### src/rtl/regfile_wr_arbiter_pkg.sv
// Shared constants and types for the register-file write-port arbiter.
package regfile_arb_pkg;

    // Register 31 is hardwired to zero; writes to it are discarded.
    localparam logic [4:0] REG_ZERO = 5'd31;
    localparam int         NUM_REGS = 32;

    // Which requester owns the write port in the current cycle.
    typedef enum logic [1:0] {
        GNT_NONE,
        GNT_WB,
        GNT_MC
    } grant_t;

endpackage : regfile_arb_pkg

### src/rtl/regfile_wr_arbiter_if.sv
// Write-request channels of the two requesters (WB and MC) that share the
// register-file write port. Each channel is a valid/ready handshake.
interface regfile_wr_arbiter_if #(
    parameter int DATA_W = 64
);

    logic              wb_valid;
    logic              wb_ready;
    logic [4:0]        wb_reg;
    logic [DATA_W-1:0] wb_data;

    logic              mc_valid;
    logic              mc_ready;
    logic [4:0]        mc_reg;
    logic [DATA_W-1:0] mc_data;

    // The requesters present writes and receive ready.
    modport master (
        output wb_valid, wb_reg, wb_data,
        output mc_valid, mc_reg, mc_data,
        input  wb_ready, mc_ready
    );

    // The arbiter accepts writes and returns ready.
    modport slave (
        input  wb_valid, wb_reg, wb_data,
        input  mc_valid, mc_reg, mc_data,
        output wb_ready, mc_ready
    );

endinterface : regfile_wr_arbiter_if

### src/rtl/regfile_wr_arbiter_scoreboard.sv
// Busy scoreboard: one bit per architectural register, set when a
// multi-cycle op that targets it issues, cleared when its result is written.
module reg_scoreboard
    import regfile_arb_pkg::*;
(
    input  logic                clk,
    input  logic                reset,
    input  logic                set_en,
    input  logic [4:0]          set_reg,
    input  logic                clr_en,
    input  logic [4:0]          clr_reg,
    output logic [NUM_REGS-1:0] busy
);

    // Per-register set/clear; a set on the same register as a clear wins
    // because the newly issued op now owns that destination.
    always_ff @(posedge clk or negedge reset) begin
        if (!reset) begin
            busy <= '0;
        end else begin
            for (int r = 0; r < NUM_REGS; r++) begin
                // NOTE: non-blocking assignment for every flop; blocking here would let later logic in the same edge see the new value.
                if (set_en && set_reg == 5'(r)) begin
                    busy[r] <= 1'b1;
                end else if (clr_en && clr_reg == 5'(r)) begin
                    busy[r] <= 1'b0;
                end
            end
        end
    end

endmodule : reg_scoreboard

### src/rtl/regfile_wr_arbiter.sv
// Arbitrates the single register-file write port between the writeback
// stage (WB) and the multi-cycle unit (MC), registers the winning write,
// and tracks destinations owned by in-flight MC ops for the decode stall.
module regfile_wr_arbiter
    import regfile_arb_pkg::*;
#(
    parameter int DATA_W       = 64,
    parameter int STARVE_LIMIT = 4
) (
    input  logic                clk,
    input  logic                reset,
    regfile_wr_arbiter_if.slave req,
    input  logic                mc_issue_valid,
    input  logic [4:0]          mc_issue_reg,
    input  logic [4:0]          rs1,
    input  logic [4:0]          rs2,
    output logic                src_stall,
    output logic [NUM_REGS-1:0] busy,
    output logic                RegWrite,
    output logic [4:0]          WriteRegister,
    output logic [DATA_W-1:0]   WriteData,
    output logic                starve_force
);

    localparam int CNT_W = $clog2(STARVE_LIMIT + 1);

    logic [CNT_W-1:0]  cnt;
    grant_t            gnt;
    logic [4:0]        sel_reg;
    logic [DATA_W-1:0] sel_data;

    assign starve_force = (cnt == CNT_W'(STARVE_LIMIT)) && req.mc_valid;

    // Priority select: starving MC first, then WB, then MC.
    always_comb begin
        // NOTE: default assignment first so every path drives gnt and no latch is inferred.
        gnt = GNT_NONE;
        if (starve_force) begin
            gnt = GNT_MC;
        end else if (req.wb_valid) begin
            gnt = GNT_WB;
        end else if (req.mc_valid) begin
            gnt = GNT_MC;
        end
    end

    assign req.wb_ready = (gnt == GNT_WB);
    assign req.mc_ready = (gnt == GNT_MC);

    // Route the winner's destination and data toward the output register.
    always_comb begin
        sel_reg  = req.wb_reg;
        sel_data = req.wb_data;
        if (gnt == GNT_MC) begin
            sel_reg  = req.mc_reg;
            sel_data = req.mc_data;
        end
    end

    // Count consecutive MC losses, saturating at the force threshold.
    always_ff @(posedge clk or negedge reset) begin
        if (!reset) begin
            cnt <= '0;
        end else if (req.mc_valid && !req.mc_ready) begin
            if (cnt != CNT_W'(STARVE_LIMIT)) begin
                cnt <= cnt + CNT_W'(1);
            end
        end else begin
            cnt <= '0;
        end
    end

    // Register the granted write; register 31 is accepted but never written.
    always_ff @(posedge clk or negedge reset) begin
        if (!reset) begin
            RegWrite      <= 1'b0;
            WriteRegister <= '0;
            WriteData     <= '0;
        end else if (gnt != GNT_NONE) begin
            RegWrite      <= (sel_reg != REG_ZERO);
            WriteRegister <= sel_reg;
            WriteData     <= sel_data;
        end else begin
            RegWrite      <= 1'b0;
        end
    end

    reg_scoreboard u_scoreboard (
        .clk     (clk),
        .reset   (reset),
        .set_en  (mc_issue_valid && (mc_issue_reg != REG_ZERO)),
        .set_reg (mc_issue_reg),
        .clr_en  (req.mc_ready),
        .clr_reg (req.mc_reg),
        .busy    (busy)
    );

    // Decode stalls on the current busy vector, not on a same-cycle clear.
    assign src_stall = busy[rs1] | busy[rs2];

endmodule : regfile_wr_arbiter

### src/flat_wrapper.sv
// flat-port wrapper written by rule: the top's interface ports become plain ports
module regfile_wr_arbiter_flat import regfile_arb_pkg::*;
#(
    parameter int DATA_W       = 64,
    parameter int STARVE_LIMIT = 4
)
  (clk, reset, mc_issue_valid, mc_issue_reg, rs1, rs2, src_stall, busy, RegWrite, WriteRegister, WriteData, starve_force, req_wb_valid, req_wb_reg, req_wb_data, req_mc_valid, req_mc_reg, req_mc_data, req_wb_ready, req_mc_ready);
  regfile_wr_arbiter_if #(.DATA_W(DATA_W)) req_i ();
  input  logic clk;
  input  logic reset;
  input  logic mc_issue_valid;
  input  logic [4:0] mc_issue_reg;
  input  logic [4:0] rs1;
  input  logic [4:0] rs2;
  output logic src_stall;
  output logic [NUM_REGS-1:0] busy;
  output logic RegWrite;
  output logic [4:0] WriteRegister;
  output logic [DATA_W-1:0] WriteData;
  output logic starve_force;
  input wire logic [$bits(req_i.wb_valid)-1:0] req_wb_valid;
  input wire logic [$bits(req_i.wb_reg)-1:0] req_wb_reg;
  input wire logic [$bits(req_i.wb_data)-1:0] req_wb_data;
  input wire logic [$bits(req_i.mc_valid)-1:0] req_mc_valid;
  input wire logic [$bits(req_i.mc_reg)-1:0] req_mc_reg;
  input wire logic [$bits(req_i.mc_data)-1:0] req_mc_data;
  output wire logic [$bits(req_i.wb_ready)-1:0] req_wb_ready;
  output wire logic [$bits(req_i.mc_ready)-1:0] req_mc_ready;
  assign req_i.wb_valid = req_wb_valid;
  assign req_i.wb_reg = req_wb_reg;
  assign req_i.wb_data = req_wb_data;
  assign req_i.mc_valid = req_mc_valid;
  assign req_i.mc_reg = req_mc_reg;
  assign req_i.mc_data = req_mc_data;
  assign req_wb_ready = req_i.wb_ready;
  assign req_mc_ready = req_i.mc_ready;
  regfile_wr_arbiter #(.DATA_W(DATA_W), .STARVE_LIMIT(STARVE_LIMIT)) u_core (.clk(clk), .reset(reset), .req(req_i), .mc_issue_valid(mc_issue_valid), .mc_issue_reg(mc_issue_reg), .rs1(rs1), .rs2(rs2), .src_stall(src_stall), .busy(busy), .RegWrite(RegWrite), .WriteRegister(WriteRegister), .WriteData(WriteData), .starve_force(starve_force));
endmodule
### config.mk
export PLATFORM = sky130hd
export DESIGN_NAME = regfile_wr_arbiter_flat
export DESIGN_NICKNAME = d
export VERILOG_FILES = /design/src/rtl/regfile_wr_arbiter_pkg.sv /design/src/rtl/regfile_wr_arbiter_if.sv /design/src/rtl/regfile_wr_arbiter_scoreboard.sv /design/src/rtl/regfile_wr_arbiter.sv /design/src/flat_wrapper.sv
export SDC_FILE = /design/constraint.sdc
export NUM_CORES = 1
export LEC_CHECK = 0
export ABC_AREA = 1
export CAP_MARGIN = 10
export CORE_MARGIN = 4
export CORE_UTILIZATION = 42
export CTS_CLUSTER_DIAMETER = 40
export DETAILED_ROUTE_END_ITERATION = 7
export PLACE_DENSITY_LB_ADDON = 0.08
export SYNTH_ARGS = -nofsm -noshare
export SYNTH_HDL_FRONTEND = slang
export SYNTH_SLANG_ARGS = --single-unit
export TNS_END_PERCENT = 100
### constraint.sdc
create_clock -name clk -period 2.2 [get_ports clk]
set_clock_uncertainty 0.15 [all_clocks]
set_input_delay 0.44 -clock clk [delete_from_list [all_inputs] [get_ports clk]]
set_output_delay 0.44 -clock clk [all_outputs]
set_load 0.005 [all_outputs]
Word-level counts from Yosys, hierarchy flattened
Index checks and enable logic that the tools add are counted.
{ "word_totals": {"elab_cells": 288, "mem_bits_rw": 0, "regBits": 105, "inputBits": 158, "out_inout_bits": 106, "rom_bits": 0, "latch_bits": 0, "n_memories": 0} }
{ "classes": {"n_eq_ne": 69, "bitwise": 1, "add_sub_neg": 1, "n_shift": 0, "n_mul": 0, "div_mod_pow": 0, "n_lt_le_gt_ge": 2, "n_reduce_logical": 103, "mux": 76} }
{ "ops": {"columns": ["op", "n"], "rows": [
  ["5-bit equality test (second input constant)", 32],
  ["5-bit by 4-bit equality test with 1-bit output (second input constant)", 16],
  ["1-bit logical AND", 67],
  ["1-bit two-way mux", 67],
  ["2-bit nonzero test", 33],
  ["64-bit two-way mux", 1],
  ["5-bit by 3-bit equality test with 1-bit output (second input constant)", 8],
  ["5-bit by 2-bit equality test with 1-bit output (second input constant)", 4],
  ["5-bit by 6-bit less-than comparator with 1-bit output (second input constant)", 2],
  ["1-bit binary-select mux with 5-bit select", 2],
  ["5-bit by 1-bit equality test with 1-bit output (second input constant)", 2],
  ["5-bit logical NOT", 2],
  ["5-bit inequality test (second input constant)", 2],
  ["2-bit two-way mux", 3],
  ["3-bit two-way mux", 2],
  ["5-bit two-way mux", 1],
  ["3-bit by 1-bit adder with 3-bit output (second input constant)", 1],
  ["3-bit equality test (second input constant)", 1],
  ["3-bit inequality test (second input constant)", 1],
  ["2-bit by 1-bit equality test with 1-bit output (second input constant)", 1],
  ["2-bit equality test (second input constant)", 1],
  ["2-bit inequality test (second input constant)", 1],
  ["1-bit logical NOT", 1],
  ["1-bit OR", 1]
]} }

Logic depth before layout (Yosys ltp)
{ "depth": {"word_depth": 7, "depth_mapped": 11, "depth_no_buf": 9} }

Cells and area by module
From an unflattened synthesis, not the netlist that was laid out.
{ "hier_totals": {"cells_unflattened": 794, "area_unflattened_um2": 5728.0} }
{ "by_module_without_submodules": {"columns": ["module", "seq_area_each_um2", "n_inst", "cells_each", "area_per_inst_um2"], "rows": [
  ["regfile_wr_arbiter", 1826.8, 1, 579, 4132.7],
  ["reg_scoreboard", 800.8, 1, 215, 1595.3]
]} }

Least setup slack after synthesis
Ideal clock, no wire load.
{ "synth_timing": {"path_kind": "input-to-output", "from": "input port rs2[0]", "to": "output port src_stall", "path_stages": 11, "t_arrival_ns": 1.351, "path_buffers": 2, "required_ns": 1.610, "setup_slack_ns": 0.259, "path_cell_list": "buf_2 -> inv_1 -> buf_2 -> nand2_1 -> nand3_1 -> nand3_1 -> nand2_1 -> nand2_1 -> nand3_1 -> nand2_1 -> nand2_1"} }
{ "synth_via": {"elab_chain_cells": 3} }
{ "synth_rtl": {"columns": ["element", "line_no", "source"], "rows": [
  ["start, declared", "flat_wrapper.sv:14", "input logic [4:0] rs2;"],
  ["1-bit binary-select mux with 5-bit select", "regfile_wr_arbiter.sv:99", "assign src_stall = busy[rs1] | busy[rs2];"],
  ["1-bit two-way mux (implied by the code)", "regfile_wr_arbiter.sv:99", null],
  ["1-bit OR", "regfile_wr_arbiter.sv:99", null],
  ["end, declared", "flat_wrapper.sv:15", "output logic src_stall;"]
]} }
Every way passes these cells. The select of a mux whose other input is x is not followed.

Worst setup path after layout
{ "layout_timing": {"from": "register u_core.cnt[0]", "to": "output port req_mc_ready"} }
{ "layout_via": {"elab_chain_cells": 4} }
{ "layout_rtl": {"columns": ["element", "line_no", "source"], "rows": [
  ["start, declared", "regfile_wr_arbiter.sv:27", "logic [CNT_W-1:0] cnt;"],
  ["start signal, assigned", "regfile_wr_arbiter.sv:66", "cnt <= cnt + CNT_W'(1);"],
  ["3-bit equality test", "regfile_wr_arbiter.sv:32", "assign starve_force = (cnt == CNT_W'(STARVE_LIMIT)) && req.mc_valid;"],
  ["1-bit logical AND", "regfile_wr_arbiter.sv:32", null],
  ["2-bit two-way mux", "regfile_wr_arbiter.sv:38", "if (starve_force) begin"],
  ["2-bit equality test", "regfile_wr_arbiter.sv:48", "assign req.mc_ready = (gnt == GNT_MC);"],
  ["end, declared", "flat_wrapper.sv:28", "output wire logic [$bits(req_i.mc_ready)-1:0] req_mc_ready;"]
]} }
Every way passes these cells.

==> impl_metrics.json <==
{
  "crit_path_start_kind": "flip-flop",
  "internal-power_mw": 4.16,
  "dr.pass1.iters": 5,
  "yosys_warnings": 0,
  "setup_viol": 0,
  "coreArea_um2": 13200,
  "clkLatencyLatePin_ns": 0.35,
  "yosysSeqAreaShare_pct": 46.6,
  "layout-drive-gt1-share_pct": 6.22,
  "p_per_area_nw_per_um2": 661,
  "avgSynthCellArea_um2": 7.19,
  "final_common_cell": "clkdlybuf4s50_1",
  "cts_sinks": 105,
  "reg2reg_to": "u_core.WriteRegister[0]",
  "p_sw_mw": 1.74,
  "multi_input_area_um2": 2600,
  "min_path_type": "reg2reg",
  "synthTopCellsByArea": "dfrtp_1, nand3_1, nand2_1, o21ai_0, nor2_1",
  "cap_violations": 0,
  "ff2ff_setup_slack_ns": 0.21,
  "min_path_cells": 1,
  "pwr-share-clk_pct": 26.2,
  "synthCells": 784,
  "fmax_mhz": 481,
  "grt_start_max_net_pins": 65,
  "cts_tree": "done",
  "crit_fanout": 5,
  "die_y_um": 124,
  "wl_per_cell_um": 16.1,
  "ys_seq_elements": 105,
  "crit-reg2reg-launch": "u_core.cnt[0]",
  "initial_core_util_pct": 42.8,
  "crit_path_end_kind": "output port",
  "final-hold-violation-count": 0,
  "power_frac_seq_pct": 42.7,
  "viasPerCell": 5.21,
  "drt_iter0_drc": 389,
  "rsz0062_at_grt": "false",
  "min_from": "u_core.cnt[0]",
  "num_io_pins": 264,
  "synth_cell_types": 24,
  "fin_crit_ns": 2.08,
  "synth_top_area_share_pct": 46.6,
  "swShare_pct": 29.5,
  "root_buffer": "clkbuf_16",
  "fill_cells": 1141,
  "chipWidth_um": 124,
  "grt_pass1_wl_um": 30300,
  "cts_htree_levels": 3,
  "die-area_um2": 15300,
  "overflow": 0,
  "fin_hold_ws_ns": 0.307,
  "synth_area_um2": 5640,
  "run_status": "finished clean",
  "antenna_cells": 0,
  "yosysTopAreaCell": "dfrtp_1",
  "syn_to_final_growth_pct": 58.4,
  "dp_hpwl_um": 14600,
  "slew_viol_final": 0,
  "grt_use_total_pct": 25.4,
  "slew_headroom_pct": 54.4,
  "drt_wl_total_um": 19700,
  "place_congestion": 0.878,
  "reg2reg_depth": 9,
  "required_ns": 1.61,
  "syn_nets": 944,
  "p_leak_nw": 3.94,
  "grt_pass1_vias": 5958,
  "vias": 6362,
  "nets": 1201,
  "final_core_util_pct": 67.7,
  "cts-buffers-inserted": 9,
  "ctsLongestPathBuffers": 2,
  "period_share_pct": 94.5,
  "worstPathArrival_ns": 1.49,
  "layout_common_cells": "clkdlybuf4s50_1, nand2_1, nand3_1",
  "drcViolationCount": 0,
  "seq_area_um2": 2630,
  "power_frac_comb_pct": 31.2,
  "antenna_found_initial": 0,
  "tightestPinTransition_ns": 0.684,
  "io_buffers": 263,
  "cts_setup_buffers": 0,
  "ant_nets": 0,
  "critical_path_class": "reg2out",
  "rows": 42,
  "peakVddDrop_mv": 0.465,
  "clkTransAtPathRegs_ns": 0.07,
  "holdPathEnd": "u_core.cnt[0]"
}
flip-flops by register name (all words and copies together), names as in the netlist:
register,count
u_core.RegWrite,1
u_core.cnt,3
u_core.WriteData,64
u_core.WriteRegister,5
u_core.u_scoreboard.busy,32
routing by layer:
metal / GRT usage, % / wire, um
met5: 0 / 0
met4: 8.72 / 449
met3: 8.58 / 2130
met2: 39.8 / 8970
met1: 32.8 / 8150
layout make-up:
class | instances | share of cell area [%]
multi-input cells | 573 | 29.1
clock buffers | 13 | 3.02
clock inverters | 2 | 0.140
repair buffers | 297 | 33.5
well taps | 176 | 2.46
flip-flops and latches | 105 | 29.4
inverters | 55 | 2.37
stage by stage:
step / TNS [ns] / instance area [um^2] / total power [mW] / setup WS [ns] / cells
3_3_place_gp: -0.721 / 8620 / 4.38 / -0.568 / 1204
6_report: 0 / 8930 / 5.90 / 0.122 / 1221
4_1_cts: 0 / 8910 / 5.94 / 0.00172 / 1220
2_1_floorplan: 0 / 5640 / 3.12 / 0.259 / 784
3_5_place_dp: -0.782 / 8620 / 4.39 / -0.612 / 1204
5_1_grt: 0 / 8930 / 6.24 / 0.00256 / 1221
how the worst max path moves through the flow:
| stage | start | endpoint | slack [ns] | depth (start not counted) |
|---|---|---|---|---|
| 2_1_floorplan | rs2[0] | src_stall | 0.26 | 11 |
| 3_3_place_gp | rs1[1] | src_stall | -0.57 | 10 |
| 3_5_place_dp | rs1[1] | src_stall | -0.61 | 10 |
| 4_1_cts | rs2[0] | src_stall | 0.002 | 12 |
| 5_1_grt | u_core.cnt[0] | u_core.WriteRegister[1] | 0.003 | 9 |
| 6_report | u_core.cnt[0] | req_mc_ready | 0.12 | 5 |
repair_timing:
action	4_1_cts	5_1_grt
endpoints found under the setup margin	4	1
endpoints found under the hold margin	30	0
hold buffers	1	0
pin swaps	0	1
gates cloned	0	1
gates resized for setup	21	7
power by group through the flow:
stage	Combinational [mW]	Clock (mW)	Sequential (mW)
6_report	1.84	1.54	2.52
5_1_grt	2.03	1.66	2.55
4_1_cts	1.86	1.58	2.51
3_5_place_dp	1.85	0	2.54
3_3_place_gp	1.84	0	2.54
2_1_floorplan	0.632	0	2.49
cell families after synthesis:
| kind of cell | synth area share [%] |
|---|---|
| AO/OA/AOI/OAI | 15.0 |
| XOR/XNOR | 0.155 |
| adder cells (fa/ha/maj) | 0.444 |
| buffers and inverters | 7.41 |
| flip-flops | 46.6 |
| multiplexers | 0.399 |
| AND/OR/NAND/NOR | 30.0 |
worst max-delay path, cell delays in order (launching register included):
cell and delay (ns):
dfrtp_1 0.39, inv_1 0.06, ha_1 0.15, nand3_2 0.09, nand2_2 0.14, dlygate4sd2_1 0.31
Yosys cell counts, drive strengths merged:
library cell / instances
nand2: 153
nand3: 137
dfrtp: 105
nor2: 103
o21ai: 99
a21oi: 65
inv: 54
clkbuf: 27
buf: 24
nor3: 6
a31oi: 2
ha: 2
mux2: 2
clkinv: 1
o211ai: 1
o21a: 1
or2: 1
xnor2: 1
Note: power is estimated with default switching activity, not from simulation.
